### src/rtl/fifo_ptr_ctrl_if.sv
// Handshake and status bundle between a FIFO requester and fifo_ptr_ctrl.
//   master : drives clr / wr_en / rd_en, observes RAM controls, flags, count, Gray pointers
//   slave  : the pointer controller side
interface fifo_ptr_ctrl_if #(
    parameter int unsigned C_ADDR_WIDTH = 4
);
    logic                    clr;
    logic                    wr_en;
    logic                    rd_en;
    logic                    ram_we;
    logic                    ram_re;
    logic [C_ADDR_WIDTH-1:0] wr_addr;
    logic [C_ADDR_WIDTH-1:0] rd_addr;
    logic                    full;
    logic                    empty;
    logic                    almost_full;
    logic                    almost_empty;
    logic [C_ADDR_WIDTH:0]   data_count;
    logic [C_ADDR_WIDTH:0]   wr_ptr_gray;
    logic [C_ADDR_WIDTH:0]   rd_ptr_gray;
    logic                    overflow;
    logic                    underflow;

    modport master (
        output clr, wr_en, rd_en,
        input  ram_we, ram_re, wr_addr, rd_addr,
        input  full, empty, almost_full, almost_empty, data_count,
        input  wr_ptr_gray, rd_ptr_gray, overflow, underflow
    );

    modport slave (
        input  clr, wr_en, rd_en,
        output ram_we, ram_re, wr_addr, rd_addr,
        output full, empty, almost_full, almost_empty, data_count,
        output wr_ptr_gray, rd_ptr_gray, overflow, underflow
    );
endinterface

### src/rtl/fifo_ptr_ctrl.sv
// Single-clock FIFO pointer/flag controller for an external simple dual-port line RAM.
// Ports:
//   clk    : system clock, rising edge
//   rst_n  : synchronous active-low reset
//   bus    : fifo_ptr_ctrl_if.slave -- clr/wr_en/rd_en in; RAM enables/addresses (combinational),
//            registered flags, occupancy, Gray pointers and overflow/underflow pulses out
module fifo_ptr_ctrl #(
    parameter int unsigned C_ADDR_WIDTH    = 4,
    parameter int unsigned C_AFULL_THRESH  = 12,
    parameter int unsigned C_AEMPTY_THRESH = 2
) (
    input  logic            clk,
    input  logic            rst_n,
    fifo_ptr_ctrl_if.slave  bus
);
    localparam int unsigned PW    = C_ADDR_WIDTH + 1;
    localparam int unsigned DEPTH = 1 << C_ADDR_WIDTH;

    logic [PW-1:0] wr_ptr_q, wr_ptr_d;
    logic [PW-1:0] rd_ptr_q, rd_ptr_d;
    logic [PW-1:0] count_q,  count_d;
    logic [PW-1:0] wr_gray_q, wr_gray_d;
    logic [PW-1:0] rd_gray_q, rd_gray_d;
    logic          full_q,   full_d;
    logic          empty_q,  empty_d;
    logic          afull_q,  afull_d;
    logic          aempty_q, aempty_d;
    logic          ovf_q,    ovf_d;
    logic          unf_q,    unf_d;
    logic          wr_acc;
    logic          rd_acc;

    function automatic logic [PW-1:0] bin2gray(input logic [PW-1:0] b);
        return (b >> 1) ^ b;
    endfunction

    // Accept decisions use registered flags only, so there is no fall-through path
    assign wr_acc = bus.wr_en & ~full_q;
    assign rd_acc = bus.rd_en & ~empty_q;

    assign bus.ram_we  = wr_acc;
    assign bus.ram_re  = rd_acc;
    assign bus.wr_addr = wr_ptr_q[C_ADDR_WIDTH-1:0];
    assign bus.rd_addr = rd_ptr_q[C_ADDR_WIDTH-1:0];

    // Next-state: flags and Gray copies derive from next pointers so they move with them
    always_comb begin
        wr_ptr_d = wr_ptr_q + PW'(wr_acc);
        rd_ptr_d = rd_ptr_q + PW'(rd_acc);
        count_d  = count_q + PW'(wr_acc) - PW'(rd_acc);
        ovf_d    = bus.wr_en & full_q;
        unf_d    = bus.rd_en & empty_q;

        // Flush wins over any same-cycle request
        if (bus.clr) begin
            wr_ptr_d = '0;
            rd_ptr_d = '0;
            count_d  = '0;
            ovf_d    = 1'b0;
            unf_d    = 1'b0;
        end

        wr_gray_d = bin2gray(wr_ptr_d);
        rd_gray_d = bin2gray(rd_ptr_d);
        full_d    = (count_d == PW'(DEPTH));
        empty_d   = (count_d == '0);
        afull_d   = (count_d >= PW'(C_AFULL_THRESH));
        aempty_d  = (count_d <= PW'(C_AEMPTY_THRESH));
    end

    // State registers with synchronous reset
    always_ff @(posedge clk) begin
        if (!rst_n) begin
            wr_ptr_q  <= '0;
            rd_ptr_q  <= '0;
            count_q   <= '0;
            wr_gray_q <= '0;
            rd_gray_q <= '0;
            full_q    <= 1'b0;
            empty_q   <= 1'b1;
            afull_q   <= 1'b0;
            aempty_q  <= 1'b1;
            ovf_q     <= 1'b0;
            unf_q     <= 1'b0;
        end else begin
            wr_ptr_q  <= wr_ptr_d;
            rd_ptr_q  <= rd_ptr_d;
            count_q   <= count_d;
            wr_gray_q <= wr_gray_d;
            rd_gray_q <= rd_gray_d;
            full_q    <= full_d;
            empty_q   <= empty_d;
            afull_q   <= afull_d;
            aempty_q  <= aempty_d;
            ovf_q     <= ovf_d;
            unf_q     <= unf_d;
        end
    end

    assign bus.full         = full_q;
    assign bus.empty        = empty_q;
    assign bus.almost_full  = afull_q;
    assign bus.almost_empty = aempty_q;
    assign bus.data_count   = count_q;
    assign bus.wr_ptr_gray  = wr_gray_q;
    assign bus.rd_ptr_gray  = rd_gray_q;
    assign bus.overflow     = ovf_q;
    assign bus.underflow    = unf_q;
endmodule

### src/flat_wrapper.sv
// flat-port wrapper written by rule: the top's interface ports become plain ports
module fifo_ptr_ctrl_flat 
#(
    parameter int unsigned C_ADDR_WIDTH    = 4,
    parameter int unsigned C_AFULL_THRESH  = 12,
    parameter int unsigned C_AEMPTY_THRESH = 2
)
  (clk, rst_n, bus_clr, bus_wr_en, bus_rd_en, bus_ram_we, bus_ram_re, bus_wr_addr, bus_rd_addr, bus_full, bus_empty, bus_almost_full, bus_almost_empty, bus_data_count, bus_wr_ptr_gray, bus_rd_ptr_gray, bus_overflow, bus_underflow);
  fifo_ptr_ctrl_if #(.C_ADDR_WIDTH(C_ADDR_WIDTH)) bus_i ();
  input  logic clk;
  input  logic rst_n;
  input wire logic [$bits(bus_i.clr)-1:0] bus_clr;
  input wire logic [$bits(bus_i.wr_en)-1:0] bus_wr_en;
  input wire logic [$bits(bus_i.rd_en)-1:0] bus_rd_en;
  output wire logic [$bits(bus_i.ram_we)-1:0] bus_ram_we;
  output wire logic [$bits(bus_i.ram_re)-1:0] bus_ram_re;
  output wire logic [$bits(bus_i.wr_addr)-1:0] bus_wr_addr;
  output wire logic [$bits(bus_i.rd_addr)-1:0] bus_rd_addr;
  output wire logic [$bits(bus_i.full)-1:0] bus_full;
  output wire logic [$bits(bus_i.empty)-1:0] bus_empty;
  output wire logic [$bits(bus_i.almost_full)-1:0] bus_almost_full;
  output wire logic [$bits(bus_i.almost_empty)-1:0] bus_almost_empty;
  output wire logic [$bits(bus_i.data_count)-1:0] bus_data_count;
  output wire logic [$bits(bus_i.wr_ptr_gray)-1:0] bus_wr_ptr_gray;
  output wire logic [$bits(bus_i.rd_ptr_gray)-1:0] bus_rd_ptr_gray;
  output wire logic [$bits(bus_i.overflow)-1:0] bus_overflow;
  output wire logic [$bits(bus_i.underflow)-1:0] bus_underflow;
  assign bus_i.clr = bus_clr;
  assign bus_i.wr_en = bus_wr_en;
  assign bus_i.rd_en = bus_rd_en;
  assign bus_ram_we = bus_i.ram_we;
  assign bus_ram_re = bus_i.ram_re;
  assign bus_wr_addr = bus_i.wr_addr;
  assign bus_rd_addr = bus_i.rd_addr;
  assign bus_full = bus_i.full;
  assign bus_empty = bus_i.empty;
  assign bus_almost_full = bus_i.almost_full;
  assign bus_almost_empty = bus_i.almost_empty;
  assign bus_data_count = bus_i.data_count;
  assign bus_wr_ptr_gray = bus_i.wr_ptr_gray;
  assign bus_rd_ptr_gray = bus_i.rd_ptr_gray;
  assign bus_overflow = bus_i.overflow;
  assign bus_underflow = bus_i.underflow;
  fifo_ptr_ctrl #(.C_ADDR_WIDTH(C_ADDR_WIDTH), .C_AFULL_THRESH(C_AFULL_THRESH), .C_AEMPTY_THRESH(C_AEMPTY_THRESH)) u_core (.clk(clk), .rst_n(rst_n), .bus(bus_i));
endmodule
### config.mk
export PLATFORM = sky130hd
export DESIGN_NAME = fifo_ptr_ctrl_flat
export DESIGN_NICKNAME = d
export VERILOG_FILES = /design/src/rtl/fifo_ptr_ctrl_if.sv /design/src/rtl/fifo_ptr_ctrl.sv /design/src/flat_wrapper.sv
export SDC_FILE = /design/constraint.sdc
export NUM_CORES = 1
export LEC_CHECK = 0
export BUFFER_PORTS_ARGS = -buffer_cell sky130_fd_sc_hd__buf_2
export CAP_MARGIN = 30
export CORE_AREA = 2 2 62 64
export CTS_CLUSTER_DIAMETER = 100
export DETAILED_ROUTE_END_ITERATION = 12
export DIE_AREA = 0 0 64 66
export GPL_TIMING_DRIVEN = 0
export PLACE_DENSITY = 0.6
export SLEW_MARGIN = 20
export SYNTH_ARGS = -nofsm -noshare
export SYNTH_HDL_FRONTEND = slang
export SYNTH_SLANG_ARGS = --single-unit
### constraint.sdc
create_clock -name clk -period 2.65 [get_ports clk]
set_input_delay 0.1325 -clock clk [delete_from_list [all_inputs] [get_ports clk]]
set_output_delay 0.1325 -clock clk [all_outputs]
set_load 0.05 [all_outputs]
== Word level (Yosys, flattened, before mapping) ==
Cells that the tools add are included.
Word-level totals
  bits in registers: 31
Operators by class
  $add $sub $neg: 4
  magnitude comparators: 2
  eq/ne operators: 1
  muxes and demuxes: 3
  bitwise operators: 9
  reduce and logical (&&, ||, !) cells: 2
Operator list (number)
  $add 5x1->5: 3
  $mux 5: 3
  $xor 4x5->5: 2
  $eq 5x5->1 const B: 1
  $ge 5x4->1 const B: 1
  $le 5x2->1 const B: 1
  $logic_not 5->1: 1
  $sub 5x1->5: 1
  $and 1x1->1: 4
  $not 1->1: 3
  $reduce_or 2->1: 1

== Logic depth before layout (Yosys ltp) ==
Gate-level depths: netlist of run 1.
  depth after elaboration: 6
  mapped depth: 9
  mapped depth without buffers: 9

== Least setup slack after synthesis of run 1 ==
Ideal clock, no wire load.
  path kind: reg-to-reg
  start: register u_core.empty_q (netlist: u_core.bus.empty)
  end: register u_core.afull_q (netlist: u_core.bus.almost_full)
  arrival time: 2.835 ns
  path slack: -0.319 ns
  stages on the path, launching flop included: 10
  path buffers: 0
  path through: dfxtp_1 nor2b_1 xnor2_1 ha_1 inv_1 fa_1 nand2b_1 a21oi_1 xor2_1 a21oi_1
On the way
  cells in the longest elaborated chain, start to end: 5
RTL lines
  start: declaration: RTL line fifo_ptr_ctrl.sv:25  | logic empty_q, empty_d;
  start signal: assignment: RTL line fifo_ptr_ctrl.sv:92  | empty_q <= empty_d;
  $not 1->1: RTL line fifo_ptr_ctrl.sv:39  | assign rd_acc = bus.rd_en & ~empty_q;
  $and 1x1->1: RTL line fifo_ptr_ctrl.sv:39
  via bus_ram_re: RTL line flat_wrapper.sv:16  | output wire logic [$bits(bus_i.ram_re)-1:0] bus_ram_re;
  $sub 5x1->5: RTL line fifo_ptr_ctrl.sv:50  | count_d = count_q + PW'(wr_acc) - PW'(rd_acc);
  $mux 5: RTL line fifo_ptr_ctrl.sv:55  | if (bus.clr) begin
  $ge 5x4->1: RTL line fifo_ptr_ctrl.sv:67  | afull_d = (count_d >= PW'(C_AFULL_THRESH));
  end signal: assignment: RTL line fifo_ptr_ctrl.sv:93  | afull_q <= afull_d;
  end: declaration: RTL line fifo_ptr_ctrl.sv:26  | logic afull_q, afull_d;
The timed path passes the listed nets, and every way through them passes these cells.
A chain may end at the register's enable or synchronous reset.

== Worst setup path after layout of run 1 ==
  start: register u_core.full_q (netlist: u_core.bus.full)
  end: register u_core.afull_q (netlist: u_core.bus.almost_full)
On the way
  cells in the longest elaborated chain, start to end: 6
RTL lines
  start: declaration: RTL line fifo_ptr_ctrl.sv:24  | logic full_q, full_d;
  start signal: assignment: RTL line fifo_ptr_ctrl.sv:91  | full_q <= full_d;
  $not 1->1: RTL line fifo_ptr_ctrl.sv:38  | assign wr_acc = bus.wr_en & ~full_q;
  $and 1x1->1: RTL line fifo_ptr_ctrl.sv:38
  $add 5x1->5: RTL line fifo_ptr_ctrl.sv:50
  $sub 5x1->5: RTL line fifo_ptr_ctrl.sv:50
  $mux 5: RTL line fifo_ptr_ctrl.sv:55
  $ge 5x4->1: RTL line fifo_ptr_ctrl.sv:67
No other way between the ends.

==> results_dict.tcl, run 1 <==
set metrics [dict create \
    die_width_um 64 \
    synth-edff-count 0 \
    synth.cell_area_um2 1232 \
    clock-sinks 29 \
    globalRoute.totalOverflow 0 \
    route.vias.total 935 \
    place_congestion 0.7633 \
    vdd_ir_drop_max_uv 237.3 \
    timing.final.ws_setup_ns 0.3728 \
    r2r-start "u_core.bus.full$_SDFF_PN0_" \
    placement_row_count 22 \
    chipHeight_um 66 \
    synth_top_cells_by_area "dfxtp_1 (47%), ha_1 (8.1%), xor2_1 (5.7%), xnor2_1 (5.0%), or3b_2 (2.8%)" \
    holdCritPathClass "primary input to flip-flop" \
    number_of_synthesized_register_bits 29 \
    clock-root-buffer "clkbuf_4" \
    rsz0062_at_grt "no" \
    clock_tree_from_tritoncts "done" \
    fill_cells 359 \
    syn_to_final_growth_pct 25.38 \
    drv.max_cap_violation_count 0 \
    port_buffers 35 \
    run_status "complete, no violations" \
    grt_antenna_before_repair 0 \
    synthFlopType "dfxtp_1" \
    num-nets-final 177 \
    htree_num_levels 2 \
    skew_pair_late_insertion_delay_ns 0.34 \
    synth_fp_nets 135 \
    synthDistinctLibCells 31 \
    setup_violations 0 \
    number_of_buffers_added_to_fix_hold_violations_after_cts 0 \
    syn_area_per_cell_um2 10.19 \
    synth_top_cell_by_area "dfxtp_1" \
    critPathLaunchType "flip-flop" \
    dr.first_iter.drc_count 31 \
    pin_count_of_the_biggest_net_entering_global_routing 11 \
    finalClockSkew_ns 0.006418 \
    layout_min_cycle_time_ns 2.277 \
    setup_ws_pre_cts_ns 0.3494 \
    initial_core_util_pct 34.71 \
    post-route-drc-count 0 \
    global_route.usage.total_pct 12.70 \
    stdcell_count 212 \
    die_area_um2 4224 \
    place.detailed.instances 204 \
    class_of_the_most_critical_setup_path "flip-flop to flip-flop" \
    firstDrtPassIters 3 \
    postCtsSetupBuffers 0 \
    async_reset_ff_share_pct 0 \
    worst-endpoint-required_ns 2.85 \
    finalMaxSlewViolations 0 \
    timing.critical_path.to_type "flip-flop" \
    clkSlewWorstSetupHoldPaths_ns 0.09 \
    syn_inst 121 \
    worstSetupStartpoint "u_core.bus.full$_SDFF_PN0_" \
    utilization_pct 43.52 \
    ratio_of_cells_with_drive_above_1_in_the_final_layout_pct 32.93 \
    leakagePower_nw 0.7452 \
    fin_crit_sh_pct 85.93 \
    achievable-frequency_mhz 439.1 \
    cts-root-to-sink-buffers 2 \
    antenna_violating_nets_post_route 0 \
    wire_per_inst_um 11.10 \
    synth_most_common_cell "dfxtp_1" \
    core_region_area_um2 3551 \
    netlist_top_cells_count "dfxtp_1 (29), nor2_1 (9), ha_1 (8), xor2_1 (8), xnor2_1 (7)" \
    synth.yosys.warnings 0 \
    first_global_vias 942 \
    fin_tns_setup_ns 0 \
    antenna_cells_inserted 0 \
    drt-vias-per-instance 4.410 \
    drt_wl_total_um 2353 \
    biggest_fanout_along_the_worst_timing_path 3 \
    dp_hpwl_um 1822 \
    timing_worst_slew_pin_value_ns 0.6124 \
    slew_headroom_pct 59.02 \
    arrival_worst_endpoint_ns 2.48 \
    hold_path_startpoint "bus_rd_en" \
    yosysSeqAreaShare_pct 47.11 \
    number_of_gates_resized_after_cts 0 \
    first_pass_grt_wire_length_um 3960 \
    final_hold_viol_count 0 \
    cts_buffers 5 \
    cellPowerDensity_nw_per_um2 657.5 \
    pin_count 36 \
    yosysTopAreaCellShare_pct 47.11 \
]
[routing by layer]
metal	global-route usage (%)	share of wire [%]	routed length (µm)
met1	14.27	45	1048
met2	20.70	47	1104
met3	3.578	5.5	130
met4	8.967	3.0	70
met5	0	0	0
[area by class of cell]
cell class | instances | area (µm²) | area share (%)
Clock inverter | 1 | 5.005 | 0.3239
Clock buffer | 7 | 65.06 | 4.211
Tap cell | 48 | 60.06 | 3.887
Inverter | 7 | 26.28 | 1.700
Multi-Input combinational cell | 83 | 621.8 | 40.24
Timing Repair Buffer | 35 | 175.2 | 11.34
Buffer | 2 | 11.26 | 0.7287
Sequential cell | 29 | 580.6 | 37.57
[cells in the final DEF, fill, tap and decap left out, types with 3 or more instances in the layout]
cell,instances
nand2b_1,3
xnor2_1,7
buf_2,35
inv_1,6
and2_1,5
nor2_1,9
a21oi_1,6
clkbuf_4,5
nor3_1,4
nand3_1,5
or3b_2,4
dfxtp_1,29
ha_1,8
nor2b_1,4
xor2_1,8
[per-stage QoR]
step | hold slack, ns | power [mW] | instance area (µm²)
final | 0.05540 | 1.016 | 1545
after global placement | 0.3935 | 0.7159 | 1475
after detailed placement | 0.4011 | 0.7194 | 1475
after global routing | 0.07407 | 1.069 | 1545
after CTS | 0.04196 | 1.031 | 1545
after floorplan | 0.2784 | 0.6687 | 1240
[final timing paths]
check / depth (start not counted) / slack, ns / end
max: 9 / 0.37 / u_core.bus.almost_full$_SDFF_PN0_
min reg2reg: 1 / 0.54 / u_core.bus.overflow$_SDFF_PP0_
max reg2reg: 9 / 0.37 / u_core.bus.almost_full$_SDFF_PN0_
min: 2 / 0.06 / u_core.bus.underflow$_SDFF_PP0_
[registers in the layout (all words and copies together), names as in the netlist]
signal                   count
u_core.bus.data_count        5
u_core.bus.rd_ptr_gray       5
u_core.bus.wr_ptr_gray       5
u_core.rd_ptr_q              4
u_core.wr_ptr_q              4
u_core.bus.almost_empty      1
u_core.bus.almost_full       1
u_core.bus.empty             1
u_core.bus.full              1
u_core.bus.overflow          1
u_core.bus.underflow         1
[cells by family (layout without fill, tap and decap cells)]
logic type | Yosys count | in the layout | synth area share, %
and+or+nand+nor | 48 | 48 | 24.06
DFF | 29 | 29 | 47.11
xor gates and xnor gates | 15 | 15 | 10.66
AOI/OAI and AO/OA | 11 | 11 | 5.380
adders and majority gates | 9 | 9 | 9.747
buffers and inverters | 9 | 52 | 3.045
[power by group]
part / switching (mW) / leakage, nW / internal, mW
sequential: 0.0120 / 0.235 / 0.456
combinational: 0.164 / 0.469 / 0.0746
clock: 0.155 / 0.0413 / 0.153
[worst max-delay path, stage by stage, from the launching register on]
cell and delay, ns:
dfxtp_1 0.33, nand2b_1 0.20, xnor2_1 0.18, ha_1 0.19, inv_1 0.06, fa_1 0.39
nand2b_1 0.16, a21oi_1 0.24, xor2_1 0.30, a21oi_1 0.11
No activity file was read; power rests on OpenSTA's default activity.
==> run 2, diff against run 1 <==
--- a/config.mk
+++ b/config.mk
@@ -5,12 +5,12 @@
 export SDC_FILE = /design/constraint.sdc
 export NUM_CORES = 1
 export LEC_CHECK = 0
+export ABC_AREA = 1
 export BUFFER_PORTS_ARGS = -buffer_cell sky130_fd_sc_hd__buf_2
-export CAP_MARGIN = 30
-export CORE_AREA = 2 2 62 64
+export CORE_AREA = 2 2 66 68
 export CTS_CLUSTER_DIAMETER = 100
 export DETAILED_ROUTE_END_ITERATION = 12
-export DIE_AREA = 0 0 64 66
+export DIE_AREA = 0 0 68 70
 export GPL_TIMING_DRIVEN = 0
 export PLACE_DENSITY = 0.6
 export SLEW_MARGIN = 20
==> results_dict.tcl, run 2 <==
set metrics [dict create \
    htree_num_levels 2 \
    synth_top_cells_by_area "dfxtp_1 (41%), nand2_1 (8.2%), ha_1 (7.1%), inv_1 (6.9%), nor2_1 (5.8%)" \
    critPathLaunchType "flip-flop" \
    cts_buffers 5 \
    antenna_violating_nets_post_route 0 \
    initial_core_util_pct 34.18 \
    syn_inst 173 \
    drt_wl_total_um 2747 \
    p_sw_share_pct 36.33 \
    utilization_pct 42.03 \
    dr.first_iter.drc_count 46 \
    reg2reg_to "u_core.bus.full$_SDFF_PN0_" \
    die_width_um 68 \
    synthFlopType "dfxtp_1" \
    syn_area_per_cell_um2 8.187 \
    grt_antenna_before_repair 0 \
    cts-root-to-sink-buffers 2 \
    place.detailed.instances 260 \
    class_of_the_most_critical_setup_path "flip-flop to flip-flop" \
    timing_worst_slew_pin_value_ns 0.2558 \
    biggest_fanout_along_the_worst_timing_path 4 \
    vdd_ir_drop_max_uv 213.0 \
    firstDrtPassIters 4 \
    yosysTopAreaCellShare_pct 40.99 \
    holdCritPathClass "primary input to flip-flop" \
    layout_min_cycle_time_ns 2.032 \
    clock-sinks 29 \
    synth-edff-count 0 \
    fill_cells 450 \
    post-route-drc-count 0 \
    endpoint "u_core.bus.full$_SDFF_PN0_" \
    synth.cell_area_um2 1416 \
    regToRegSetupSlack_ns 0.62 \
    net_sw_power_uw 426.2 \
    pin_count 36 \
    clkSlewWorstSetupHoldPaths_ns 0.06 \
    leakagePower_nw 0.9379 \
    worstSetupStartpoint "u_core.bus.full$_SDFF_PN0_" \
    fin_total_pwr_mw 1.173 \
    first_pass_grt_wire_length_um 4795 \
    cellPowerDensity_nw_per_um2 673.6 \
    setup_ws_pre_cts_ns 0.6500 \
    synthDistinctLibCells 25 \
    seq_power_share_pct 41.3 \
    num-nets-final 229 \
    async_reset_ff_share_pct 0 \
    achievable-frequency_mhz 492.0 \
    detailed_place.area_um2 1662 \
    ff2ff_path_depth 12 \
    hold_depth 3 \
    power_frac_comb_pct 29.3 \
    clock_tree_from_tritoncts "done" \
    die_area_um2 4760 \
    r2r-start "u_core.bus.full$_SDFF_PN0_" \
    number_of_buffers_added_to_fix_hold_violations_after_cts 0 \
    dp_hpwl_um 2114 \
    synth_fp_nets 187 \
    worst-endpoint-required_ns 2.86 \
    number_of_gates_resized_after_cts 0 \
    place_congestion 0.7679 \
    syn_to_final_growth_pct 22.97 \
    pin_count_of_the_biggest_net_entering_global_routing 11 \
    whs_ns 0.08066 \
    timing.critical_path.to_type "flip-flop" \
    postCtsSetupBuffers 0 \
    finalMaxSlewViolations 0 \
    chipHeight_um 70 \
    wire_per_inst_um 10.25 \
    first_global_vias 1136 \
    rsz0062_at_grt "no" \
    timing.final.ws_setup_ns 0.6176 \
    int_power_uw 747.0 \
    clkPwrFrac_pct 29.5 \
    route.vias.total 1156 \
    layout_common_cells "buf_2 (35), nand2_1 (31), dfxtp_1 (29)" \
    skew_pair_late_insertion_delay_ns 0.28 \
    port_buffers 35 \
    finalClockSkew_ns 0.001887 \
    yosysSeqAreaShare_pct 40.99 \
    ratio_of_cells_with_drive_above_1_in_the_final_layout_pct 35.65 \
    fin_crit_sh_pct 76.69 \
    synth.yosys.warnings 0 \
    number_of_synthesized_register_bits 29 \
    core_region_area_um2 4144 \
    fin_tns_setup_ns 0 \
    drv.max_cap_violation_count 0 \
    run_status "complete, no violations" \
    slew_headroom_pct 83.06 \
    layout.cells.most_common "buf_2" \
    stdcell_count 268 \
    drt-vias-per-instance 4.313 \
    synth_most_common_cell "nand2_1" \
    setup_violations 0 \
    antenna_cells_inserted 0 \
    placement_row_count 24 \
    post-route-cell-area_um2 1742 \
    netlist_top_cells_count "nand2_1 (31), dfxtp_1 (29), inv_1 (26)" \
    globalRoute.totalOverflow 0 \
    clock-root-buffer "clkbuf_8" \
    synth_top_cell_by_area "dfxtp_1" \
    arrival_worst_endpoint_ns 2.24 \
    final_hold_viol_count 0 \
    global_route.usage.total_pct 13.44 \
]
-- run 2: changes by cell type after synthesis, moves of 8 or more --
cell / delta
nor2_1: +13
inv_1: +20
xor2_1: -8
nand2_1: +30
-- run 2: power groups by stage --
stage	Clock, mW	Combinational [mW]	Sequential, mW
after floorplan	0	0.172	0.597
after global placement	0	0.340	0.494
after detailed placement	0	0.344	0.494
after CTS	0.358	0.347	0.485
after global routing	0.376	0.380	0.488
final	0.346	0.343	0.484
-- run 2: how the worst min path moves through the flow --
stage,start,to,slack (ns)
3_3_place_gp,bus_wr_en,u_core.bus.overflow$_SDFF_PP0_,0.37
3_5_place_dp,bus_wr_en,u_core.bus.overflow$_SDFF_PP0_,0.37
5_1_grt,bus_wr_en,u_core.bus.overflow$_SDFF_PP0_,0.08
6_report,bus_wr_en,u_core.bus.overflow$_SDFF_PP0_,0.08
4_1_cts,bus_wr_en,u_core.bus.overflow$_SDFF_PP0_,0.07
2_1_floorplan,bus_wr_en,u_core.bus.overflow$_SDFF_PP0_,0.25
-- run 2: final cells by class --
cell class / instances / area, µm² / share of cell area (%)
multi-input cells: 110 / 690.7 / 39.66
well taps: 52 / 65.06 / 3.736
flip-flops and latches: 29 / 580.6 / 33.33
clock buffers: 8 / 80.08 / 4.598
repair buffers: 35 / 175.2 / 10.06
inverters: 32 / 127.6 / 7.328
plain buffers: 2 / 22.52 / 1.293
-- run 2: cells by family (layout without fill, tap and decap cells) --
logic type / Yosys count / after routing / synth area share [%]
compound gates: 13 / 13 / 7.331
buf+inv: 34 / 77 / 10.60
xor+xnor: 2 / 2 / 1.237
fa+ha+maj: 9 / 9 / 8.481
simple gates: 86 / 86 / 31.36
flops: 29 / 29 / 40.99
-- run 2: layer usage --
metal / track usage [%] / routed length (µm) / vias to the layer above
li1: - / - / 620
met1: 16.70 / 1304 / 498
met2: 20.06 / 1199 / 32
met3: 4.831 / 182 / 6
met4: 6.889 / 60 / 0
met5: 0 / 0 / -
-- run 2: worst max-delay path: stages, from the launching register on --
cell and delay (ns):
dfxtp_1 0.32, nor2_2 0.17, o21ai_0 0.11, nand2_1 0.08, ha_1 0.18, inv_1 0.07, fa_1 0.50, inv_1 0.07
o21ai_0 0.15, nand2_1 0.07, inv_1 0.07, nand2_1 0.05, nor2_1 0.12
==> run 3, diff against run 2 <==
==> constraint.sdc (replaced) <==
create_clock -name clk -period 1.9 [get_ports clk]
set_input_delay 0.095 -clock clk [delete_from_list [all_inputs] [get_ports clk]]
set_output_delay 0.095 -clock clk [all_outputs]
set_load 0.05 [all_outputs]
==> results_dict.tcl, run 3 (same netlist as run 2, synthesis figures left out) <==
set metrics [dict create \
    run_status "complete, no violations" \
    worstSetupStartpoint "u_core.bus.full$_SDFF_PN0_" \
    place_congestion 0.7506 \
    ratio_of_cells_with_drive_above_1_in_the_final_layout_pct 43.18 \
    skew_pair_late_insertion_delay_ns 0.28 \
    layout_common_cells "buf_2 (35), nand2_1 (29), dfxtp_1 (27)" \
    dp_hpwl_um 2145 \
    chipHeight_um 70 \
    holdCritPathClass "primary input to flip-flop" \
    antenna_cells_inserted 0 \
    final_hold_viol_count 0 \
    core_region_area_um2 4144 \
    utilization_pct 43.75 \
    finalMaxSlewViolations 0 \
    setup_violations 0 \
    clock-root-buffer "clkbuf_8" \
    clkSlewWorstSetupHoldPaths_ns 0.06 \
    port_buffers 35 \
    r2r-start "u_core.bus.full$_SDFF_PN0_" \
    num-nets-final 233 \
    seq_power_share_pct 40.2 \
    arrival_worst_endpoint_ns 2.10 \
    class_of_the_most_critical_setup_path "flip-flop to flip-flop" \
    timing.final.ws_setup_ns 0.02080 \
    vdd_ir_drop_max_uv 267.2 \
    layout.cells.most_common "buf_2" \
    reg2reg_to "u_core.bus.almost_empty$_SDFF_PN1_" \
    slew_headroom_pct 83.10 \
    biggest_fanout_along_the_worst_timing_path 4 \
    clkPwrFrac_pct 28.9 \
    endpoint "u_core.bus.almost_empty$_SDFF_PN1_" \
    die_width_um 68 \
    hold_path_startpoint "bus_wr_en" \
    setup_ws_pre_cts_ns 0.005361 \
    antenna_violating_nets_post_route 0 \
    syn_to_final_growth_pct 28.00 \
    global_route.usage.total_pct 13.23 \
    fin_crit_sh_pct 98.91 \
    pin_count_of_the_biggest_net_entering_global_routing 11 \
    p_sw_share_pct 37.26 \
    layout_min_cycle_time_ns 1.879 \
    finalClockSkew_ns 0.006754 \
    cellPowerDensity_nw_per_um2 938.0 \
    firstDrtPassIters 4 \
    drt_wl_total_um 2770 \
    ff2ff_path_depth 11 \
    int_power_mw 1.067 \
    regToRegSetupSlack_ns 0.02 \
    power_frac_comb_pct 30.9 \
    clock-sinks 29 \
    dr.first_iter.drc_count 41 \
    leakagePower_nw 0.9621 \
    placement_row_count 24 \
    worst-endpoint-required_ns 2.12 \
    pin_count 36 \
    cts_buffers 5 \
    critPathLaunchType "flip-flop" \
    cts-root-to-sink-buffers 2 \
    achievable-frequency_mhz 532.1 \
    clock_tree_from_tritoncts "done" \
    die_area_um2 4760 \
    post-route-drc-count 0 \
    initial_core_util_pct 34.18 \
    grt_antenna_before_repair 0 \
    first_global_vias 1120 \
    timing.critical_path.to_type "flip-flop" \
    drt-vias-per-instance 4.360 \
    fin_total_pwr_mw 1.701 \
    timing_worst_slew_pin_value_ns 0.2553 \
    wire_per_inst_um 10.18 \
    drv.max_cap_violation_count 0 \
    route.vias.total 1186 \
    htree_num_levels 2 \
    rsz0062_at_grt "yes" \
    net_sw_power_uw 633.7 \
    number_of_buffers_added_to_fix_hold_violations_after_cts 0 \
    globalRoute.totalOverflow 0 \
    first_pass_grt_wire_length_um 4774 \
]
==> run 3: through the flow <==
stage,instances,TNS (ns),hold slack (ns),area (µm²)
detailed placement,260,0,0.3359,1687
CTS,268,-0.02190,0.03452,1769
global route,272,-0.3279,0.04599,1813
floorplan,173,-0.5715,0.2142,1446
finish,272,0,0.04025,1813
global placement,260,0,0.3366,1687
==> run 3: worst max-delay path: stages (launching register included) <==
cell     delay [ns]
dfxtp_4        0.35
nor2_4         0.13
o21ai_1        0.07
nand2_1        0.06
ha_2           0.18
inv_2          0.04
fa_2           0.55
inv_2          0.05
buf_4          0.12
a21oi_2        0.11
nand2_1        0.07
nor2_1         0.08
==> run 3: how the worst min path moves through the flow <==
stage | to | slack [ns] | cells past startpoint
floorplan | u_core.bus.overflow$_SDFF_PP0_ | 0.21 | 2
global placement | u_core.bus.overflow$_SDFF_PP0_ | 0.34 | 3
finish | u_core.bus.overflow$_SDFF_PP0_ | 0.04 | 3
global route | u_core.bus.overflow$_SDFF_PP0_ | 0.05 | 3
detailed placement | u_core.bus.overflow$_SDFF_PP0_ | 0.34 | 3
CTS | u_core.bus.overflow$_SDFF_PP0_ | 0.03 | 3
==> run 3: layout make-up <==
type	count	area (µm²)
sequential	29	588.1
clock buffer	6	72.57
timing repair buffer	39	205.2
inverter	32	127.6
clock inverter	2	10.01
buffer	2	22.52
fill	428	2331
tap	52	65.06
multi-input combinational	110	721.9
==> run 3: power by group through the flow <==
stage / Sequential (mW) / Combinational, mW / Clock (mW)
detailed placement: 0.698 / 0.490 / 0
floorplan: 0.842 / 0.249 / 0
global placement: 0.697 / 0.484 / 0
global route: 0.689 / 0.582 / 0.534
CTS: 0.684 / 0.492 / 0.510
finish: 0.683 / 0.526 / 0.492
==> run 3: layer usage <==
metal	part of all wire (%)	up-vias	track usage [%]
li1	-	632	-
met1	48	521	17.36
met2	44	27	19.42
met3	5.2	6	3.865
met4	2.5	0	6.667
met5	0	-	0
==> run 3: what timing repair did <==
item / in CTS / in global routing
cloned: 0 / 0
setup endpoints to repair: 1 / 5
pin swaps: 0 / 6
buffers inserted: 0 / 4
gates resized for setup: 0 / 8
